<file path="config.mk">
export PLATFORM = sky130hd
export DESIGN_NAME = dbus_ram_arbiter
export DESIGN_NICKNAME = d
export VERILOG_FILES = /design/src/rtl/dbus_ram_arbiter.sv
export SDC_FILE = /design/constraint.sdc
export NUM_CORES = 1
export LEC_CHECK = 0
export BUFFER_PORTS_ARGS = -buffer_cell sky130_fd_sc_hd__buf_2
export CORE_AREA = 2 2 97 99
export CTS_BUF_LIST = sky130_fd_sc_hd__clkbuf_8
export DETAILED_ROUTE_END_ITERATION = 8
export DIE_AREA = 0 0 99 101
export MAX_ROUTING_LAYER = met4
export SYNTH_ARGS = -nofsm -noshare
export SYNTH_HDL_FRONTEND = slang
export SYNTH_SLANG_ARGS = --single-unit
</file>
<file path="constraint.sdc">
create_clock -name clk -period 3.8 [get_ports clk]
set_clock_uncertainty 0.05 [all_clocks]
set_input_delay 0.19 -clock clk [delete_from_list [all_inputs] [get_ports clk]]
set_output_delay 0.19 -clock clk [all_outputs]
set_load 0.02 [all_outputs]
</file>
<file path="src/rtl/dbus_ram_arbiter.sv">
`default_nettype none
// ============================================================================
// Module   : dbus_ram_arbiter
// Purpose  : Two-master sticky round-robin arbiter for the RAM data port,
//            with bounded bursts and one-cycle read response routing.
// Revision : 1.0 - initial release
// ============================================================================
module dbus_ram_arbiter #(
   parameter int WL        = 32,
   parameter int ADDR_WL   = 13,
   parameter int NB_COL    = WL / 8,
   parameter int MAX_BURST = 8
) (
   input  logic                clk,
   input  logic                resetn,
   input  logic                m0_cmd_valid,
   output logic                m0_cmd_ready,
   input  logic                m0_cmd_wr,
   input  logic [ADDR_WL-1:0]  m0_cmd_addr,
   input  logic [WL-1:0]       m0_cmd_wdata,
   input  logic [NB_COL-1:0]   m0_cmd_be,
   output logic                m0_rsp_valid,
   output logic [WL-1:0]       m0_rsp_data,
   input  logic                m1_cmd_valid,
   output logic                m1_cmd_ready,
   input  logic                m1_cmd_wr,
   input  logic [ADDR_WL-1:0]  m1_cmd_addr,
   input  logic [WL-1:0]       m1_cmd_wdata,
   input  logic [NB_COL-1:0]   m1_cmd_be,
   output logic                m1_rsp_valid,
   output logic [WL-1:0]       m1_rsp_data,
   output logic [NB_COL-1:0]   ram_we,
   output logic [ADDR_WL-1:0]  ram_addr,
   output logic [WL-1:0]       ram_din,
   input  logic [WL-1:0]       ram_dout
);

   localparam int              C_CW  = $clog2(MAX_BURST + 1);
   localparam logic [C_CW-1:0] C_MAX = C_CW'(MAX_BURST);

   logic            r_last;
   logic [C_CW-1:0] r_burst_cnt;
   logic            r_rsp_pend;
   logic            r_rsp_owner;

   logic w_gnt;
   logic w_g;
   logic w_wr;

   // With no requester w_g falls to 0, so the RAM port idles on master 0's fields.
   always_comb begin
      w_gnt = resetn & (m0_cmd_valid | m1_cmd_valid);
      w_g   = m1_cmd_valid;
      if (m0_cmd_valid && m1_cmd_valid)
         w_g = (r_burst_cnt == C_MAX) ? ~r_last : r_last;
      w_wr     = w_g ? m1_cmd_wr : m0_cmd_wr;
      ram_addr = w_g ? m1_cmd_addr : m0_cmd_addr;
      ram_din  = w_g ? m1_cmd_wdata : m0_cmd_wdata;
      ram_we   = '0;
      if (w_gnt && w_wr)
         ram_we = w_g ? m1_cmd_be : m0_cmd_be;
      m0_cmd_ready = w_gnt & ~w_g;
      m1_cmd_ready = w_gnt & w_g;
   end

   always_ff @(posedge clk or negedge resetn) begin
      if (!resetn) begin
         r_last      <= 1'b0;
         r_burst_cnt <= '0;
         r_rsp_pend  <= 1'b0;
         r_rsp_owner <= 1'b0;
      end else begin
         r_rsp_pend <= w_gnt & ~w_wr;
         if (w_gnt) begin
            if (!w_wr)
               r_rsp_owner <= w_g;
            if (w_g == r_last) begin
               if (r_burst_cnt != C_MAX)
                  r_burst_cnt <= r_burst_cnt + 1'b1;
            end else begin
               r_last      <= w_g;
               r_burst_cnt <= C_CW'(1);
            end
         end
      end
   end

   assign m0_rsp_valid = resetn & r_rsp_pend & ~r_rsp_owner;
   assign m1_rsp_valid = resetn & r_rsp_pend & r_rsp_owner;
   assign m0_rsp_data  = ram_dout;
   assign m1_rsp_data  = ram_dout;

endmodule
`default_nettype wire

</file>
# Word level (Yosys, flattened, before mapping)
# Index checks and enable logic that the tools add are counted.
[classes]
n_eq_ne = 4
addsub = 1
n_mux = 9
reduce_logical = 5
bitwise = 13
[op_table]
columns = ["op", "count"]
rows = [
  ["$mux 32", 1],
  ["$mux 4", 4],
  ["$mux 13", 1],
  ["$and 1x1->1", 7],
  ["$reduce_and 2->1", 3],
  ["$not 1->1", 5],
  ["$add 4x1->4 const B", 1],
  ["$eq 4x4->1 const B", 1],
  ["$ne 4x4->1 const B", 1],
  ["$mux 1", 3],
  ["$logic_and 1x1->1", 2],
  ["$ne 2x1->1 const B", 1],
  ["$eq 1x1->1", 1],
  ["$or 1x1->1", 1],
]
[totals]
out_inout_bits = 117
wordCells = 36
reg_bits = 7

# Logic depth before layout (Yosys ltp)
# Gate-level depths: netlist of the first run.
[logic_depth]
word_depth = 6
depth_mapped = 8

# Worst setup path after synthesis of the first run
# OpenSTA, ideal clock, no wires.
[synth_timing]
path_type = "flip-flop to output port"
startpoint = "register r_burst_cnt[0]"
endpoint = "output port ram_din[24]"
t_arrival_ps = 1738
setup_slack_ps = 1822
required_time_ps = 3560
n_path_buf = 2
stages_incl_launch_ff = 9
path_cell_list = "dfrtp_1 -> inv_1 -> ha_1 -> nand3b_4 -> xnor2_2 -> o21ai_2 -> buf_6 -> buf_6 -> mux2_4"
[synth_via]
elab_chain_cells = 4
[synth_lines]
columns = ["element", "line", "rtl"]
rows = [
  ["start, declared", "42", "logic [C_CW-1:0] r_burst_cnt;"],
  ["start signal, assigned", "79", "r_burst_cnt <= r_burst_cnt + 1'b1;"],
  ["$eq 4x4->1", "55", "w_g = (r_burst_cnt == C_MAX) ? ~r_last : r_last;"],
  ["$mux 1", "55", ""],
  ["$mux 1", "54", "if (m0_cmd_valid && m1_cmd_valid)"],
  ["$mux 32", "58", "ram_din = w_g ? m1_cmd_wdata : m0_cmd_wdata;"],
  ["end, declared", "34", "output logic [WL-1:0] ram_din,"],
]
# Every way passes these cells.

# Worst setup path after layout of the first run
[layout_timing]
startpoint = "register r_burst_cnt[0]"
endpoint = "output port ram_addr[3]"
[layout_via]
elab_chain_cells = 4
[layout_lines]
columns = ["element", "line", "rtl"]
rows = [
  ["$eq 4x4->1", "55", ""],
  ["$mux 1", "55", ""],
  ["$mux 1", "54", ""],
  ["$mux 13", "57", "ram_addr = w_g ? m1_cmd_addr : m0_cmd_addr;"],
  ["end, declared", "33", "output logic [ADDR_WL-1:0] ram_addr,"],
]
# Every way passes these cells.

==> reports/qor.yml, run 1 <==
synthesis:
  synth.distinct_cells: 31
  netlist_area_um2: 1635
  yosys_warnings: 0
  yosysMostFrequentCell: "buf_4"
  synth-edff-count: 0
  yosysSeqAreaShare: 0.1071
  yosysTopAreaCellShare: 0.3030
  ys_ff_latch: 7
  dominantRegCellSynth: "dfrtp_1"
  syn_inst: 175
  syn-num-nets: 313
  synth_common_cells: "buf_4 (66), mux2_2 (30), mux2_4 (17)"
  yosysTopAreaCell: "buf_4"
  synth_area_leaders: "buf_4 (30%), mux2_2 (21%), mux2_4 (16%), dfrtp_1 (11%), a32o_1 (2.4%)"
  synthArstFlopShare: 1.000
  avgSynthCellArea_um2: 9.345
global_route:
  grt_use_total: 0.08461
  grt_max_degree: 38
  grt_pass1_vias: 1392
  antenna_found_initial: 0
  gr-total-overflow: 0
  grt_pass1_wl_mm: 6.596
sta:
  slew_headroom: 0.6375
  timing.fmax_ghz: 0.3570
  rsz0062_at_grt: "false"
  tns_ns: 0
  slew_viol_final: 0
  fin_crit_sh: 0.7372
  fin_ws_ns: 0.9986
  hold_viol: 0
  worstMarginPinSlew_ns: 0.5418
  min_period_ns: 2.801
  setup_violations: 0
job:
  maxCapViolCount: 0
pwr:
  total_power_w: 0.0008334
  power-per-cell-area_nw_per_um2: 396.0
  leakagePower_nw: 1.179
  peakVddDrop_mv: 0.2208
clock_tree:
  cts_htree_levels: 1
  cts-resized-gates: 0
  cts_buffer_depth: 2
  cts_tree: "built"
  path_clk_slew_ns: 0.04
  cts_buffers: 3
  root_buffer: "clkbuf_8"
  clock_latency_ns: 0.23
  cts_num_sinks: 7
placed_design:
  io_buffers: 156
  dp_slack_ns: 1.188
  dpl.hpwl_mm: 4.213
  routabilityCongestion: 0.7955
layout:
  final_nets: 407
  drive_gt1_frac: 0.7873
  area_growth_pct: 28.69
  diodes: 0
route:
  viasPerCell: 4.124
  antenna_left: 0
  vias: 1563
  routed_wl_mm: 4.875
  drt_iter0_markers: 43
  wl_per_cell_um: 12.86
  drc: 0
  dr.pass1.iters: 4
setup_path:
  cp_slowest_cell: "o21ai_4"
  cp-start-kind: "flip-flop"
  worstPathMaxFanout: 37
  worstPathArrival_ns: 2.56
  path_cells: "inv_1 > ha_1 > nand3b_4 > xnor2_2 > o21ai_4 > buf_12 > mux2_2 > buf_2"
  slowest_delay_ns: 0.46
  required_ns: 3.56
  crit_type: "flip-flop to primary output"
  cp-end-kind: "primary output"
floorplanning:
  die_area_um2: 9999
  die_width_um: 99
  die_y_um: 101
  core_um2: 8977
  initial_utilization: 0.1822
  num_io_pins: 253
  num_rows: 35
worst_hold_path:
  holdCritPathClass: "input port to flip-flop"
run_status:
  status: "complete, no violations"
-- registers in the layout (all words and copies together), names as in the netlist --
name / count
r_rsp_pend: 1
r_burst_cnt: 4
r_last: 1
r_rsp_owner: 1
-- report_power, final --
| part | total [W] | internal, W | switching (W) |
|---|---|---|---|
| clock network | 0.000104 | 0.0000699 | 0.0000336 |
| registers | 0.000145 | 0.000104 | 0.0000412 |
| logic | 0.000585 | 0.000283 | 0.000302 |
-- layout by cell type, fill, tap and decap left out --
master and instances:
inv_1 6, ha_1 2, a32o_1 4, o21a_1 1, nor2_1 7, nand3b_4 1
a21o_1 1, dlygate4sd3_1 1, mux2_4 17, and2_1 1, nand4b_1 1, or4bb_1 1
xnor2_2 1, buf_2 156, nor3_1 1, nand2_1 4, clkbuf_8 3, or2_2 1
o21ai_1 1, mux2_2 30, nand3_1 3, nand2b_1 1, buf_12 1, o21ai_4 1
o31ai_1 1, and3_1 1, o21ai_0 7, nor3b_1 1, a21oi_1 3, o21bai_1 1
dfrtp_1 7, a31oi_1 1
-- through the flow --
stage,cell area [um2],utilization,instances,hold slack (ns)
floorplan,1635,-,175,-0.1556
global placement,2049,0.2283,374,0.02553
detailed placement,2049,0.2283,374,0.02750
CTS,2105,0.2344,379,0.1955
global route,2105,0.2344,379,0.3039
finish,2105,0.2344,379,0.2024
-- critical path: cells and delay by family, from the launching register on --
family | cells | cell delay [ns]
xor+xnor | 1 | 0.18
fa+ha+maj | 1 | 0.22
simple gates | 1 | 0.11
buf+inv | 3 | 0.53
mux | 1 | 0.38
compound gates | 1 | 0.46
flops | 1 | 0.41
-- routing by layer --
metal  GRT usage  share of wire
met5           -              0
met1      0.1030           0.40
met3     0.02497           0.13
met4     0.03477          0.020
met2      0.1310           0.44
-- logic make-up after synthesis --
| logic type | count (synthesis) | synth area share |
|---|---|---|
| multiplexers | 47 | 0.3627 |
| XOR/XNOR | 1 | 0.009949 |
| buffers and inverters | 74 | 0.3374 |
| AO/OA/AOI/OAI | 21 | 0.08570 |
| flip-flops | 7 | 0.1071 |
| adder cells (fa/ha/maj) | 2 | 0.01530 |
| AND/OR/NAND/NOR | 23 | 0.08187 |
-- cell type report --
| cell class | instances | area (um2) |
|---|---|---|
| Clock buffer | 3 | 41.29 |
| Clock inverter | 1 | 3.754 |
| Fill cell | 957 | 6873 |
| Inverter | 5 | 18.77 |
| Multi-Input combinational cell | 94 | 915.9 |
| Sequential cell | 7 | 175.2 |
| Tap cell | 111 | 138.9 |
| Timing Repair Buffer | 158 | 810.8 |
-- timing repair --
item | 4_1_cts | 5_1_grt
buffers inserted | 0 | 0
hold buffers | 1 | 0
endpoints found under the hold margin | 7 | 0
-- path summary, 6_finish.rpt --
check | from | endpoint | slack (ns) | cells past startpoint
worst max-delay path | r_burst_cnt[0] | ram_addr[3] | 1.0 | 8
worst min-delay path | m0_cmd_wr | r_rsp_owner | 0.20 | 3
worst max register to register | r_burst_cnt[0] | r_rsp_pend | 1.93 | 6
worst min register to register | r_burst_cnt[0] | r_burst_cnt[0] | 0.50 | 1
max in group asynchronous | resetn | r_rsp_owner | 3.16 | 2
min in group asynchronous | resetn | r_burst_cnt[0] | 0.32 | 2
Power figures use the tool's default switching activity.
==> inputs of run 2 (changes only) <==
Settings changed: ABC_AREA set to 1, CORE_AREA 2 2 97 99 to 2 2 98 100, DIE_AREA 0 0 99 101 to 0 0 100 102.
Clock period 3.8 ns to 2.28 ns, I/O delays scaled along.
==> reports/qor.yml, run 2 <==
setup_path:
  cp-end-kind: "primary output"  # unchanged
  r2r-end: "r_burst_cnt[0]"  # was r_rsp_pend
  cp_slowest_cell: "dfrtp_1"  # was o21ai_4
  endpoint: "ram_we[1]"  # was ram_addr[3]
  worstPathMaxFanout: 26  # was 37
  required_ns: 2.12  # was 3.56 ns
  crit_type: "flip-flop to primary output"  # unchanged
  crit_path_start: "r_burst_cnt[0]"  # unchanged
  path_cells: "inv_1 > ha_1 > nand2_1 > nor2_2 > nand2_1 > nand3_2 > nand2_4 > buf_12 > buf_12 > nand2_1 > a21oi_2 > buf_4"  # was inv_1 > ha_1 > nand3b_4 > xnor2_2 > o21ai_4 > buf_12 > mux2_2 > buf_2
  reg2reg_slack_ns: 0.42  # was 1.93 ns
  cp_common_cell: "nand2_1"
  r2r.worst_path.cells: 13  # was 6
  cp-start-kind: "flip-flop"  # unchanged
  worstPathArrival_ns: 1.97  # was 2.56 ns
  slowest_delay_ns: 0.35  # was 0.46 ns
  r2r-start: "r_burst_cnt[0]"  # unchanged
synthesis:
  yosysMostFrequentCell: "nand2_1"  # was buf_4
  synth_common_cells: "nand2_1 (165), buf_4 (65), inv_1 (9)"  # was buf_4 (66), mux2_2 (30), mux2_4 (17)
  synth-edff-count: 0  # unchanged
  yosysSeqAreaShare: 0.1102  # was 0.1071
  dominantRegCellSynth: "dfrtp_1"  # unchanged
  yosysTopAreaCell: "nand2_1"  # was buf_4
  yosys_warnings: 0  # unchanged
  synth_area_leaders: "nand2_1 (39%), buf_4 (31%), dfrtp_1 (11%), buf_2 (2.5%), nand3_1 (2.2%)"  # was buf_4 (30%), mux2_2 (21%), mux2_4 (16%), dfrtp_1 (11%), a32o_1 (2.4%)
  netlist_area_um2: 1589  # was 1635 um2
  yosysTopAreaCellShare: 0.3898  # was 0.3030
  syn-num-nets: 427  # was 313
  avgSynthCellArea_um2: 5.498  # was 9.345 um2
  ys_ff_latch: 7  # unchanged
  syn_inst: 289  # was 175
  synth.distinct_cells: 20  # was 31
  synthArstFlopShare: 1.000  # unchanged
sta:
  worstMarginPinSlew_ns: 0.2715  # was 0.5418 ns
  tns_ns: 0  # unchanged
  min_period_ns: 2.132
  hold_viol: 0  # unchanged
  timing.fmax_ghz: 0.4691
  slew_viol_final: 0  # unchanged
  setup_violations: 0  # unchanged
  slew_headroom: 0.8179  # was 0.6375
  fin_crit_sh: 0.9351
placed_design:
  dpl_cell_area_um2: 2008  # was 2049 um2
  numPlacedInstances: 486  # was 374
  io_buffers: 156  # unchanged
  routabilityCongestion: 0.7028  # was 0.7955
  dpl.hpwl_mm: 4.782  # was 4.213 mm
pwr:
  power-per-cell-area_nw_per_um2: 422.5  # was 396.0 nW/um2
  leakagePower_nw: 1.442  # was 1.179 nW
  peakVddDrop_mv: 0.2708  # was 0.2208 mV
global_route:
  grt_pass1_wl_mm: 7.741  # was 6.596 mm
  grt_pass1_vias: 1755  # was 1392
  gr-total-overflow: 0  # unchanged
  grt_use_total: 0.09521  # was 0.08461
  antenna_found_initial: 0  # unchanged
  grt_max_degree: 33  # was 38
run_status:
  status: "complete, no violations"  # unchanged
clock_tree:
  cts_buffer_depth: 2  # unchanged
  path_clk_slew_ns: 0.04  # about the same
  root_buffer: "clkbuf_8"  # unchanged
  cts_htree_levels: 1  # unchanged
  cts_tree: "built"  # unchanged
  clock_latency_ns: 0.23  # about the same
  cts_num_sinks: 7  # unchanged
  cts_buffers: 3  # unchanged
route:
  viasPerCell: 3.960  # was 4.124
  drt_iter0_markers: 57  # was 43
  vias: 1976  # was 1563
  routed_wl_mm: 5.935  # was 4.875 mm
  antenna_left: 0  # unchanged
  drc: 0  # unchanged
  wl_per_cell_um: 11.89  # was 12.86 um
  dr.pass1.iters: 4  # unchanged
layout:
  final_cells: 499  # was 379
  final_nets: 527  # was 407
  largest_reg_flops: 4  # unchanged
  area_growth_pct: 39.61  # was 28.69%
  diodes: 0  # unchanged
  final_cell_mix: "nand2_1 (164), buf_2 (152), buf_4 (13)"  # was buf_2 (156), mux2_2 (30), mux2_4 (17)
  fin_area_um2: 2218  # was 2105 um2
  regMostFlops: "r_burst_cnt"  # unchanged
  final_common_cell: "nand2_1"  # was buf_2
  final_core_util: 0.2435  # was 0.2344
  drive_gt1_frac: 0.4820  # was 0.7873
floorplanning:
  initial_utilization: 0.1745  # was 0.1822
  core_um2: 9109  # was 8977 um2
  die_area_um2: 10200  # was 9999 um2
  num_io_pins: 253  # unchanged
  die_y_um: 102  # was 101 um
  num_rows: 35  # unchanged
  die_width_um: 100  # was 99 um
job:
  maxCapViolCount: 0  # unchanged
worst_hold_path:
  holdCritPathClass: "input port to flip-flop"  # unchanged
-- run 2: cell count changes after synthesis, sizes merged, moves of 2 or more --
cell / before / now
a32o: 4 / 0
buf: 69 / 75
inv: 5 / 10
mux2: 47 / 0
nand2: 4 / 168
nand3: 3 / 9
nand4: 0 / 3
nor2: 7 / 5
o21ai: 9 / 2
xor2: 0 / 2
-- run 2: critical path: cells and delay by family, from the launching register on --
family,cells,cell delay (ns)
DFF,1,0.35
AOI/OAI and AO/OA,1,0.12
adders and majority gates,1,0.21
buffers and inverters,4,0.51
and+or+nand+nor,6,0.54
-- run 2: metal layers --
layer	GRT usage	share of wire	wire length [um]
met1	0.09757	0.35	2096
met5	-	0	0
met2	0.1856	0.53	3135
met4	0.02529	0.018	108
met3	0.01778	0.10	594
-- run 2: how the worst min path moves through the flow --
stage	start	to	slack (ns)	cells past startpoint
after floorplan	resetn	r_burst_cnt[0]	-0.23	0
after global placement	resetn	r_rsp_pend	-0.08	1
after detailed placement	resetn	r_rsp_pend	-0.08	1
after CTS	m1_cmd_wr	r_rsp_owner	0.14	4
after global routing	m1_cmd_wr	r_rsp_owner	0.16	4
final	m1_cmd_wr	r_rsp_owner	0.14	4
-- run 2: repair_timing --
| item | CTS | global route |
|---|---|---|
| hold buffers | 1 | 0 |
| gates cloned | 0 | 1 |
| pin swaps | 0 | 3 |
| setup endpoints to repair | 27 | 40 |
| hold endpoints to repair | 7 | 0 |
| resized for setup | 6 | 17 |
| buffers inserted | 0 | 7 |
-- run 2: where the power goes --
| part | leakage, nW | switching (W) | total [W] | internal (W) |
|---|---|---|---|---|
| Sequential | 0.0906 | 0.0000210 | 0.000166 | 0.000145 |
| Combinational | 1.32 | 0.000349 | 0.000599 | 0.000250 |
| Clock | 0.0269 | 0.0000559 | 0.000172 | 0.000116 |
-- run 2: final cells by class --
| class | count | area (um2) |
|---|---|---|
| fillers | 1046 | 6890 |
| repair buffers | 170 | 953.4 |
| multi-input cells | 196 | 852.1 |
| flip-flops and latches | 7 | 175.2 |
| well taps | 111 | 138.9 |
| inverters | 11 | 53.80 |
| clock buffers | 3 | 41.29 |
| clock inverters | 1 | 3.754 |
-- run 2: cell families after synthesis --
logic type | Yosys count | synth area share
buffers and inverters | 86 | 0.3724
XOR/XNOR | 2 | 0.01103
flip-flops | 7 | 0.1102
AO/OA/AOI/OAI | 7 | 0.02598
adder cells (fa/ha/maj) | 2 | 0.01575
AND/OR/NAND/NOR | 185 | 0.4646
-- run 2: stage by stage --
step / total power (W) / hold slack [ns] / worst slack, ns
after floorplan: 0.0006467 / -0.2316 / 0.4660
after global placement: 0.0006921 / -0.08432 / 0.2135
after detailed placement: 0.0006993 / -0.07956 / 0.1431
after CTS: 0.0008859 / 0.1359 / -0.006559
after global routing: 0.001012 / 0.1648 / -0.003054
final: 0.0009373 / 0.1408 / 0.1480
==> inputs of run 3 (changes only) <==
Settings changed: BUFFER_PORTS_ARGS -buffer_cell sky130_fd_sc_hd__buf_2 to -buffer_cell sky130_fd_sc_hd__buf_4, CTS_BUF_LIST sky130_fd_sc_hd__clkbuf_8 to sky130_fd_sc_hd__clkbuf_2 sky130_fd_sc_hd__clkbuf_4 sky130_fd_sc_hd__clkbuf_8.
==> reports/qor.yml, run 3 (synthesized netlist as in run 2, its figures left out) <==
setup_path:
  crit_family: "simple AND/OR/NAND/NOR gates"  # unchanged
  cp-start-kind: "flip-flop"  # unchanged
  required_ns: 2.12  # about the same
  worstPathMaxFanout: 24  # was 26
  path_buf_inv: 4  # unchanged
  path_cells: "inv_1 > ha_2 > nand3_2 > nand2_1 > nand3_2 > nand2_4 > buf_8 > buf_12 > nand2_1 > a21oi_1 > buf_4"  # was inv_1 > ha_1 > nand2_1 > nor2_2 > nand2_1 > nand3_2 > nand2_4 > buf_12 > buf_12 > nand2_1 > a21oi_2 > buf_4
  cp-end-kind: "primary output"  # unchanged
  worstPathArrival_ns: 2.00  # was 1.97 ns
  crit_type: "flip-flop to primary output"  # unchanged
  cp_slowest_cell: "dfrtp_1"  # unchanged
  slowest_delay_ns: 0.39  # was 0.35 ns
  reg2reg_slack_ns: 0.35  # was 0.42 ns
layout:
  final_core_util: 0.2864  # was 0.2435
  seq_area_um2: 175.2  # unchanged
  area_growth_pct: 64.17  # was 39.61%
  final_cell_mix: "buf_4 (166), nand2_1 (163), inv_1 (9)"  # was nand2_1 (164), buf_2 (152), buf_4 (13)
  final_nets: 528  # was 527
  multiInputGateArea_um2: 858.3  # was 852.1 um2
  diodes: 0  # unchanged
  fill_cells: 990  # was 1046
  largest_reg_flops: 4  # unchanged
  final_cells: 500  # was 499
  fin_area_um2: 2609  # was 2218 um2
  regMostFlops: "r_burst_cnt"  # unchanged
  drive_gt1_frac: 0.4884  # was 0.4820
  final_common_cell: "buf_4"  # was nand2_1
floorplanning:
  die_y_um: 102  # unchanged
  die_width_um: 100  # unchanged
  initial_utilization: 0.1745  # unchanged
  num_io_pins: 253  # unchanged
  num_rows: 35  # unchanged
  core_um2: 9109  # unchanged
  die_area_um2: 10200  # unchanged
clock_tree:
  clock_latency_ns: 0.23  # about the same
  cts_buffer_depth: 2  # unchanged
  root_buffer: "clkbuf_8"  # unchanged
  cts_buffers: 3  # unchanged
  path_clk_slew_ns: 0.04  # about the same
  cts_htree_levels: 1  # unchanged
  cts_num_sinks: 7  # unchanged
  cts_tree: "built"  # unchanged
global_route:
  antenna_found_initial: 0  # unchanged
  grt_use_total: 0.1009  # was 0.09521
  grt_pass1_vias: 1746  # was 1755
  gr-total-overflow: 0  # unchanged
  grt_pass1_wl_mm: 8.204  # was 7.741 mm
  grt_max_degree: 33  # unchanged
placed_design:
  dp_slack_ns: 0.2103  # was 0.1431 ns
  routabilityCongestion: 0.7532  # was 0.7028
  dpl_cell_area_um2: 2399  # was 2008 um2
  io_buffers: 156  # unchanged
  dpl.hpwl_mm: 4.926  # was 4.782 mm
  numPlacedInstances: 486  # unchanged
route:
  drc: 0  # unchanged
  antenna_left: 0  # unchanged
  drt_iter0_markers: 40  # was 57
  viasPerCell: 3.936  # was 3.960
  routed_wl_mm: 6.157  # was 5.935 mm
  vias: 1968  # was 1976
  dr.pass1.iters: 4  # unchanged
  wl_per_cell_um: 12.31  # was 11.89 um
pwr:
  power-per-cell-area_nw_per_um2: 403.9  # was 422.5 nW/um2
  leakagePower_nw: 1.574  # was 1.442 nW
  p_sw_w: 0.0004398  # was 0.0004254 W
  peakVddDrop_mv: 0.3316  # was 0.2708 mV
  clock_power_share: 0.168  # was 0.184
  p_comb_frac: 0.673  # was 0.639
  internal-power_w: 0.0006139  # was 0.0005119 W
  p_seq_frac: 0.159  # was 0.177
  swShare: 0.4174  # was 0.4539
sta:
  timing.fmax_ghz: 0.4624  # was 0.4691 GHz
  hold_ws_ns: 0.1331  # was 0.1408 ns
  slew_headroom: 0.7854  # was 0.8179
  setup_violations: 0  # unchanged
  worstMarginPinSlew_ns: 0.3199  # was 0.2715 ns
  hold_viol: 0  # unchanged
  fin_crit_sh: 0.9486  # was 0.9351
  fin_ws_ns: 0.1172  # was 0.1480 ns
  min_period_ns: 2.163  # was 2.132 ns
  slew_viol_final: 0  # unchanged
worst_hold_path:
  holdCritPathClass: "input port to flip-flop"  # unchanged
job:
  maxCapViolCount: 0  # unchanged
run_status:
  status: "complete, no violations"  # unchanged
==> run 3: tightest hold or removal path: stages <==
cell and delay (ns):
buf_4 0.09, o21ai_2 0.06, nand2_1 0.07, inv_1 0.04
==> run 3: metal layers <==
| layer | vias up | share of wire | global-route usage |
|---|---|---|---|
| li1 | 1006 | - | - |
| met1 | 825 | 0.36 | 0.1080 |
| met2 | 126 | 0.53 | 0.1892 |
| met3 | 11 | 0.090 | 0.01847 |
| met4 | 0 | 0.016 | 0.03056 |
| met5 | - | 0 | - |
==> run 3: final timing paths <==
| check | start | end | cells after the start |
|---|---|---|---|
| max in group asynchronous | resetn | r_last | 2 |
| min reg2reg | r_rsp_owner | r_rsp_owner | 2 |
| min in group asynchronous | resetn | r_rsp_owner | 2 |
| max | r_burst_cnt[0] | ram_we[0] | 11 |
| min | m1_cmd_wr | r_rsp_pend | 4 |
| max reg2reg | r_burst_cnt[0] | r_burst_cnt[3] | 12 |
==> run 3: area by class of cell <==
type / count / share of cell area
repair buffers: 171 / 0.5122
multi-input cells: 196 / 0.3290
flip-flops and latches: 7 / 0.06715
well taps: 111 / 0.05324
inverters: 11 / 0.02062
clock buffers: 3 / 0.01583
clock inverters: 1 / 0.001918
==> run 3: metrics by stage <==
step,setup TNS (ns),power (W)
6_report,0,0.001054
5_1_grt,-0.1052,0.001132
2_1_floorplan,0,0.0006467
3_3_place_gp,0,0.0007978
3_5_place_dp,0,0.0008063
4_1_cts,0,0.0009920
==> run 3: repair_timing <==
| item | CTS | global route |
|---|---|---|
| gates cloned | 0 | 1 |
| endpoints found under the setup margin | 4 | 44 |
| setup buffers | 0 | 8 |
| hold endpoints to repair | 7 | 0 |
| pin swaps | 0 | 2 |
| gates resized for setup | 2 | 17 |
| hold buffers | 1 | 0 |
==> run 3: power groups by stage <==
stage | combinational [W] | sequential, W | clock [W]
global route | 0.000773 | 0.000169 | 0.000191
floorplan | 0.000483 | 0.000164 | 0
global placement | 0.000631 | 0.000167 | 0
detailed placement | 0.000636 | 0.000170 | 0
CTS | 0.000643 | 0.000168 | 0.000181
finish | 0.000709 | 0.000167 | 0.000177
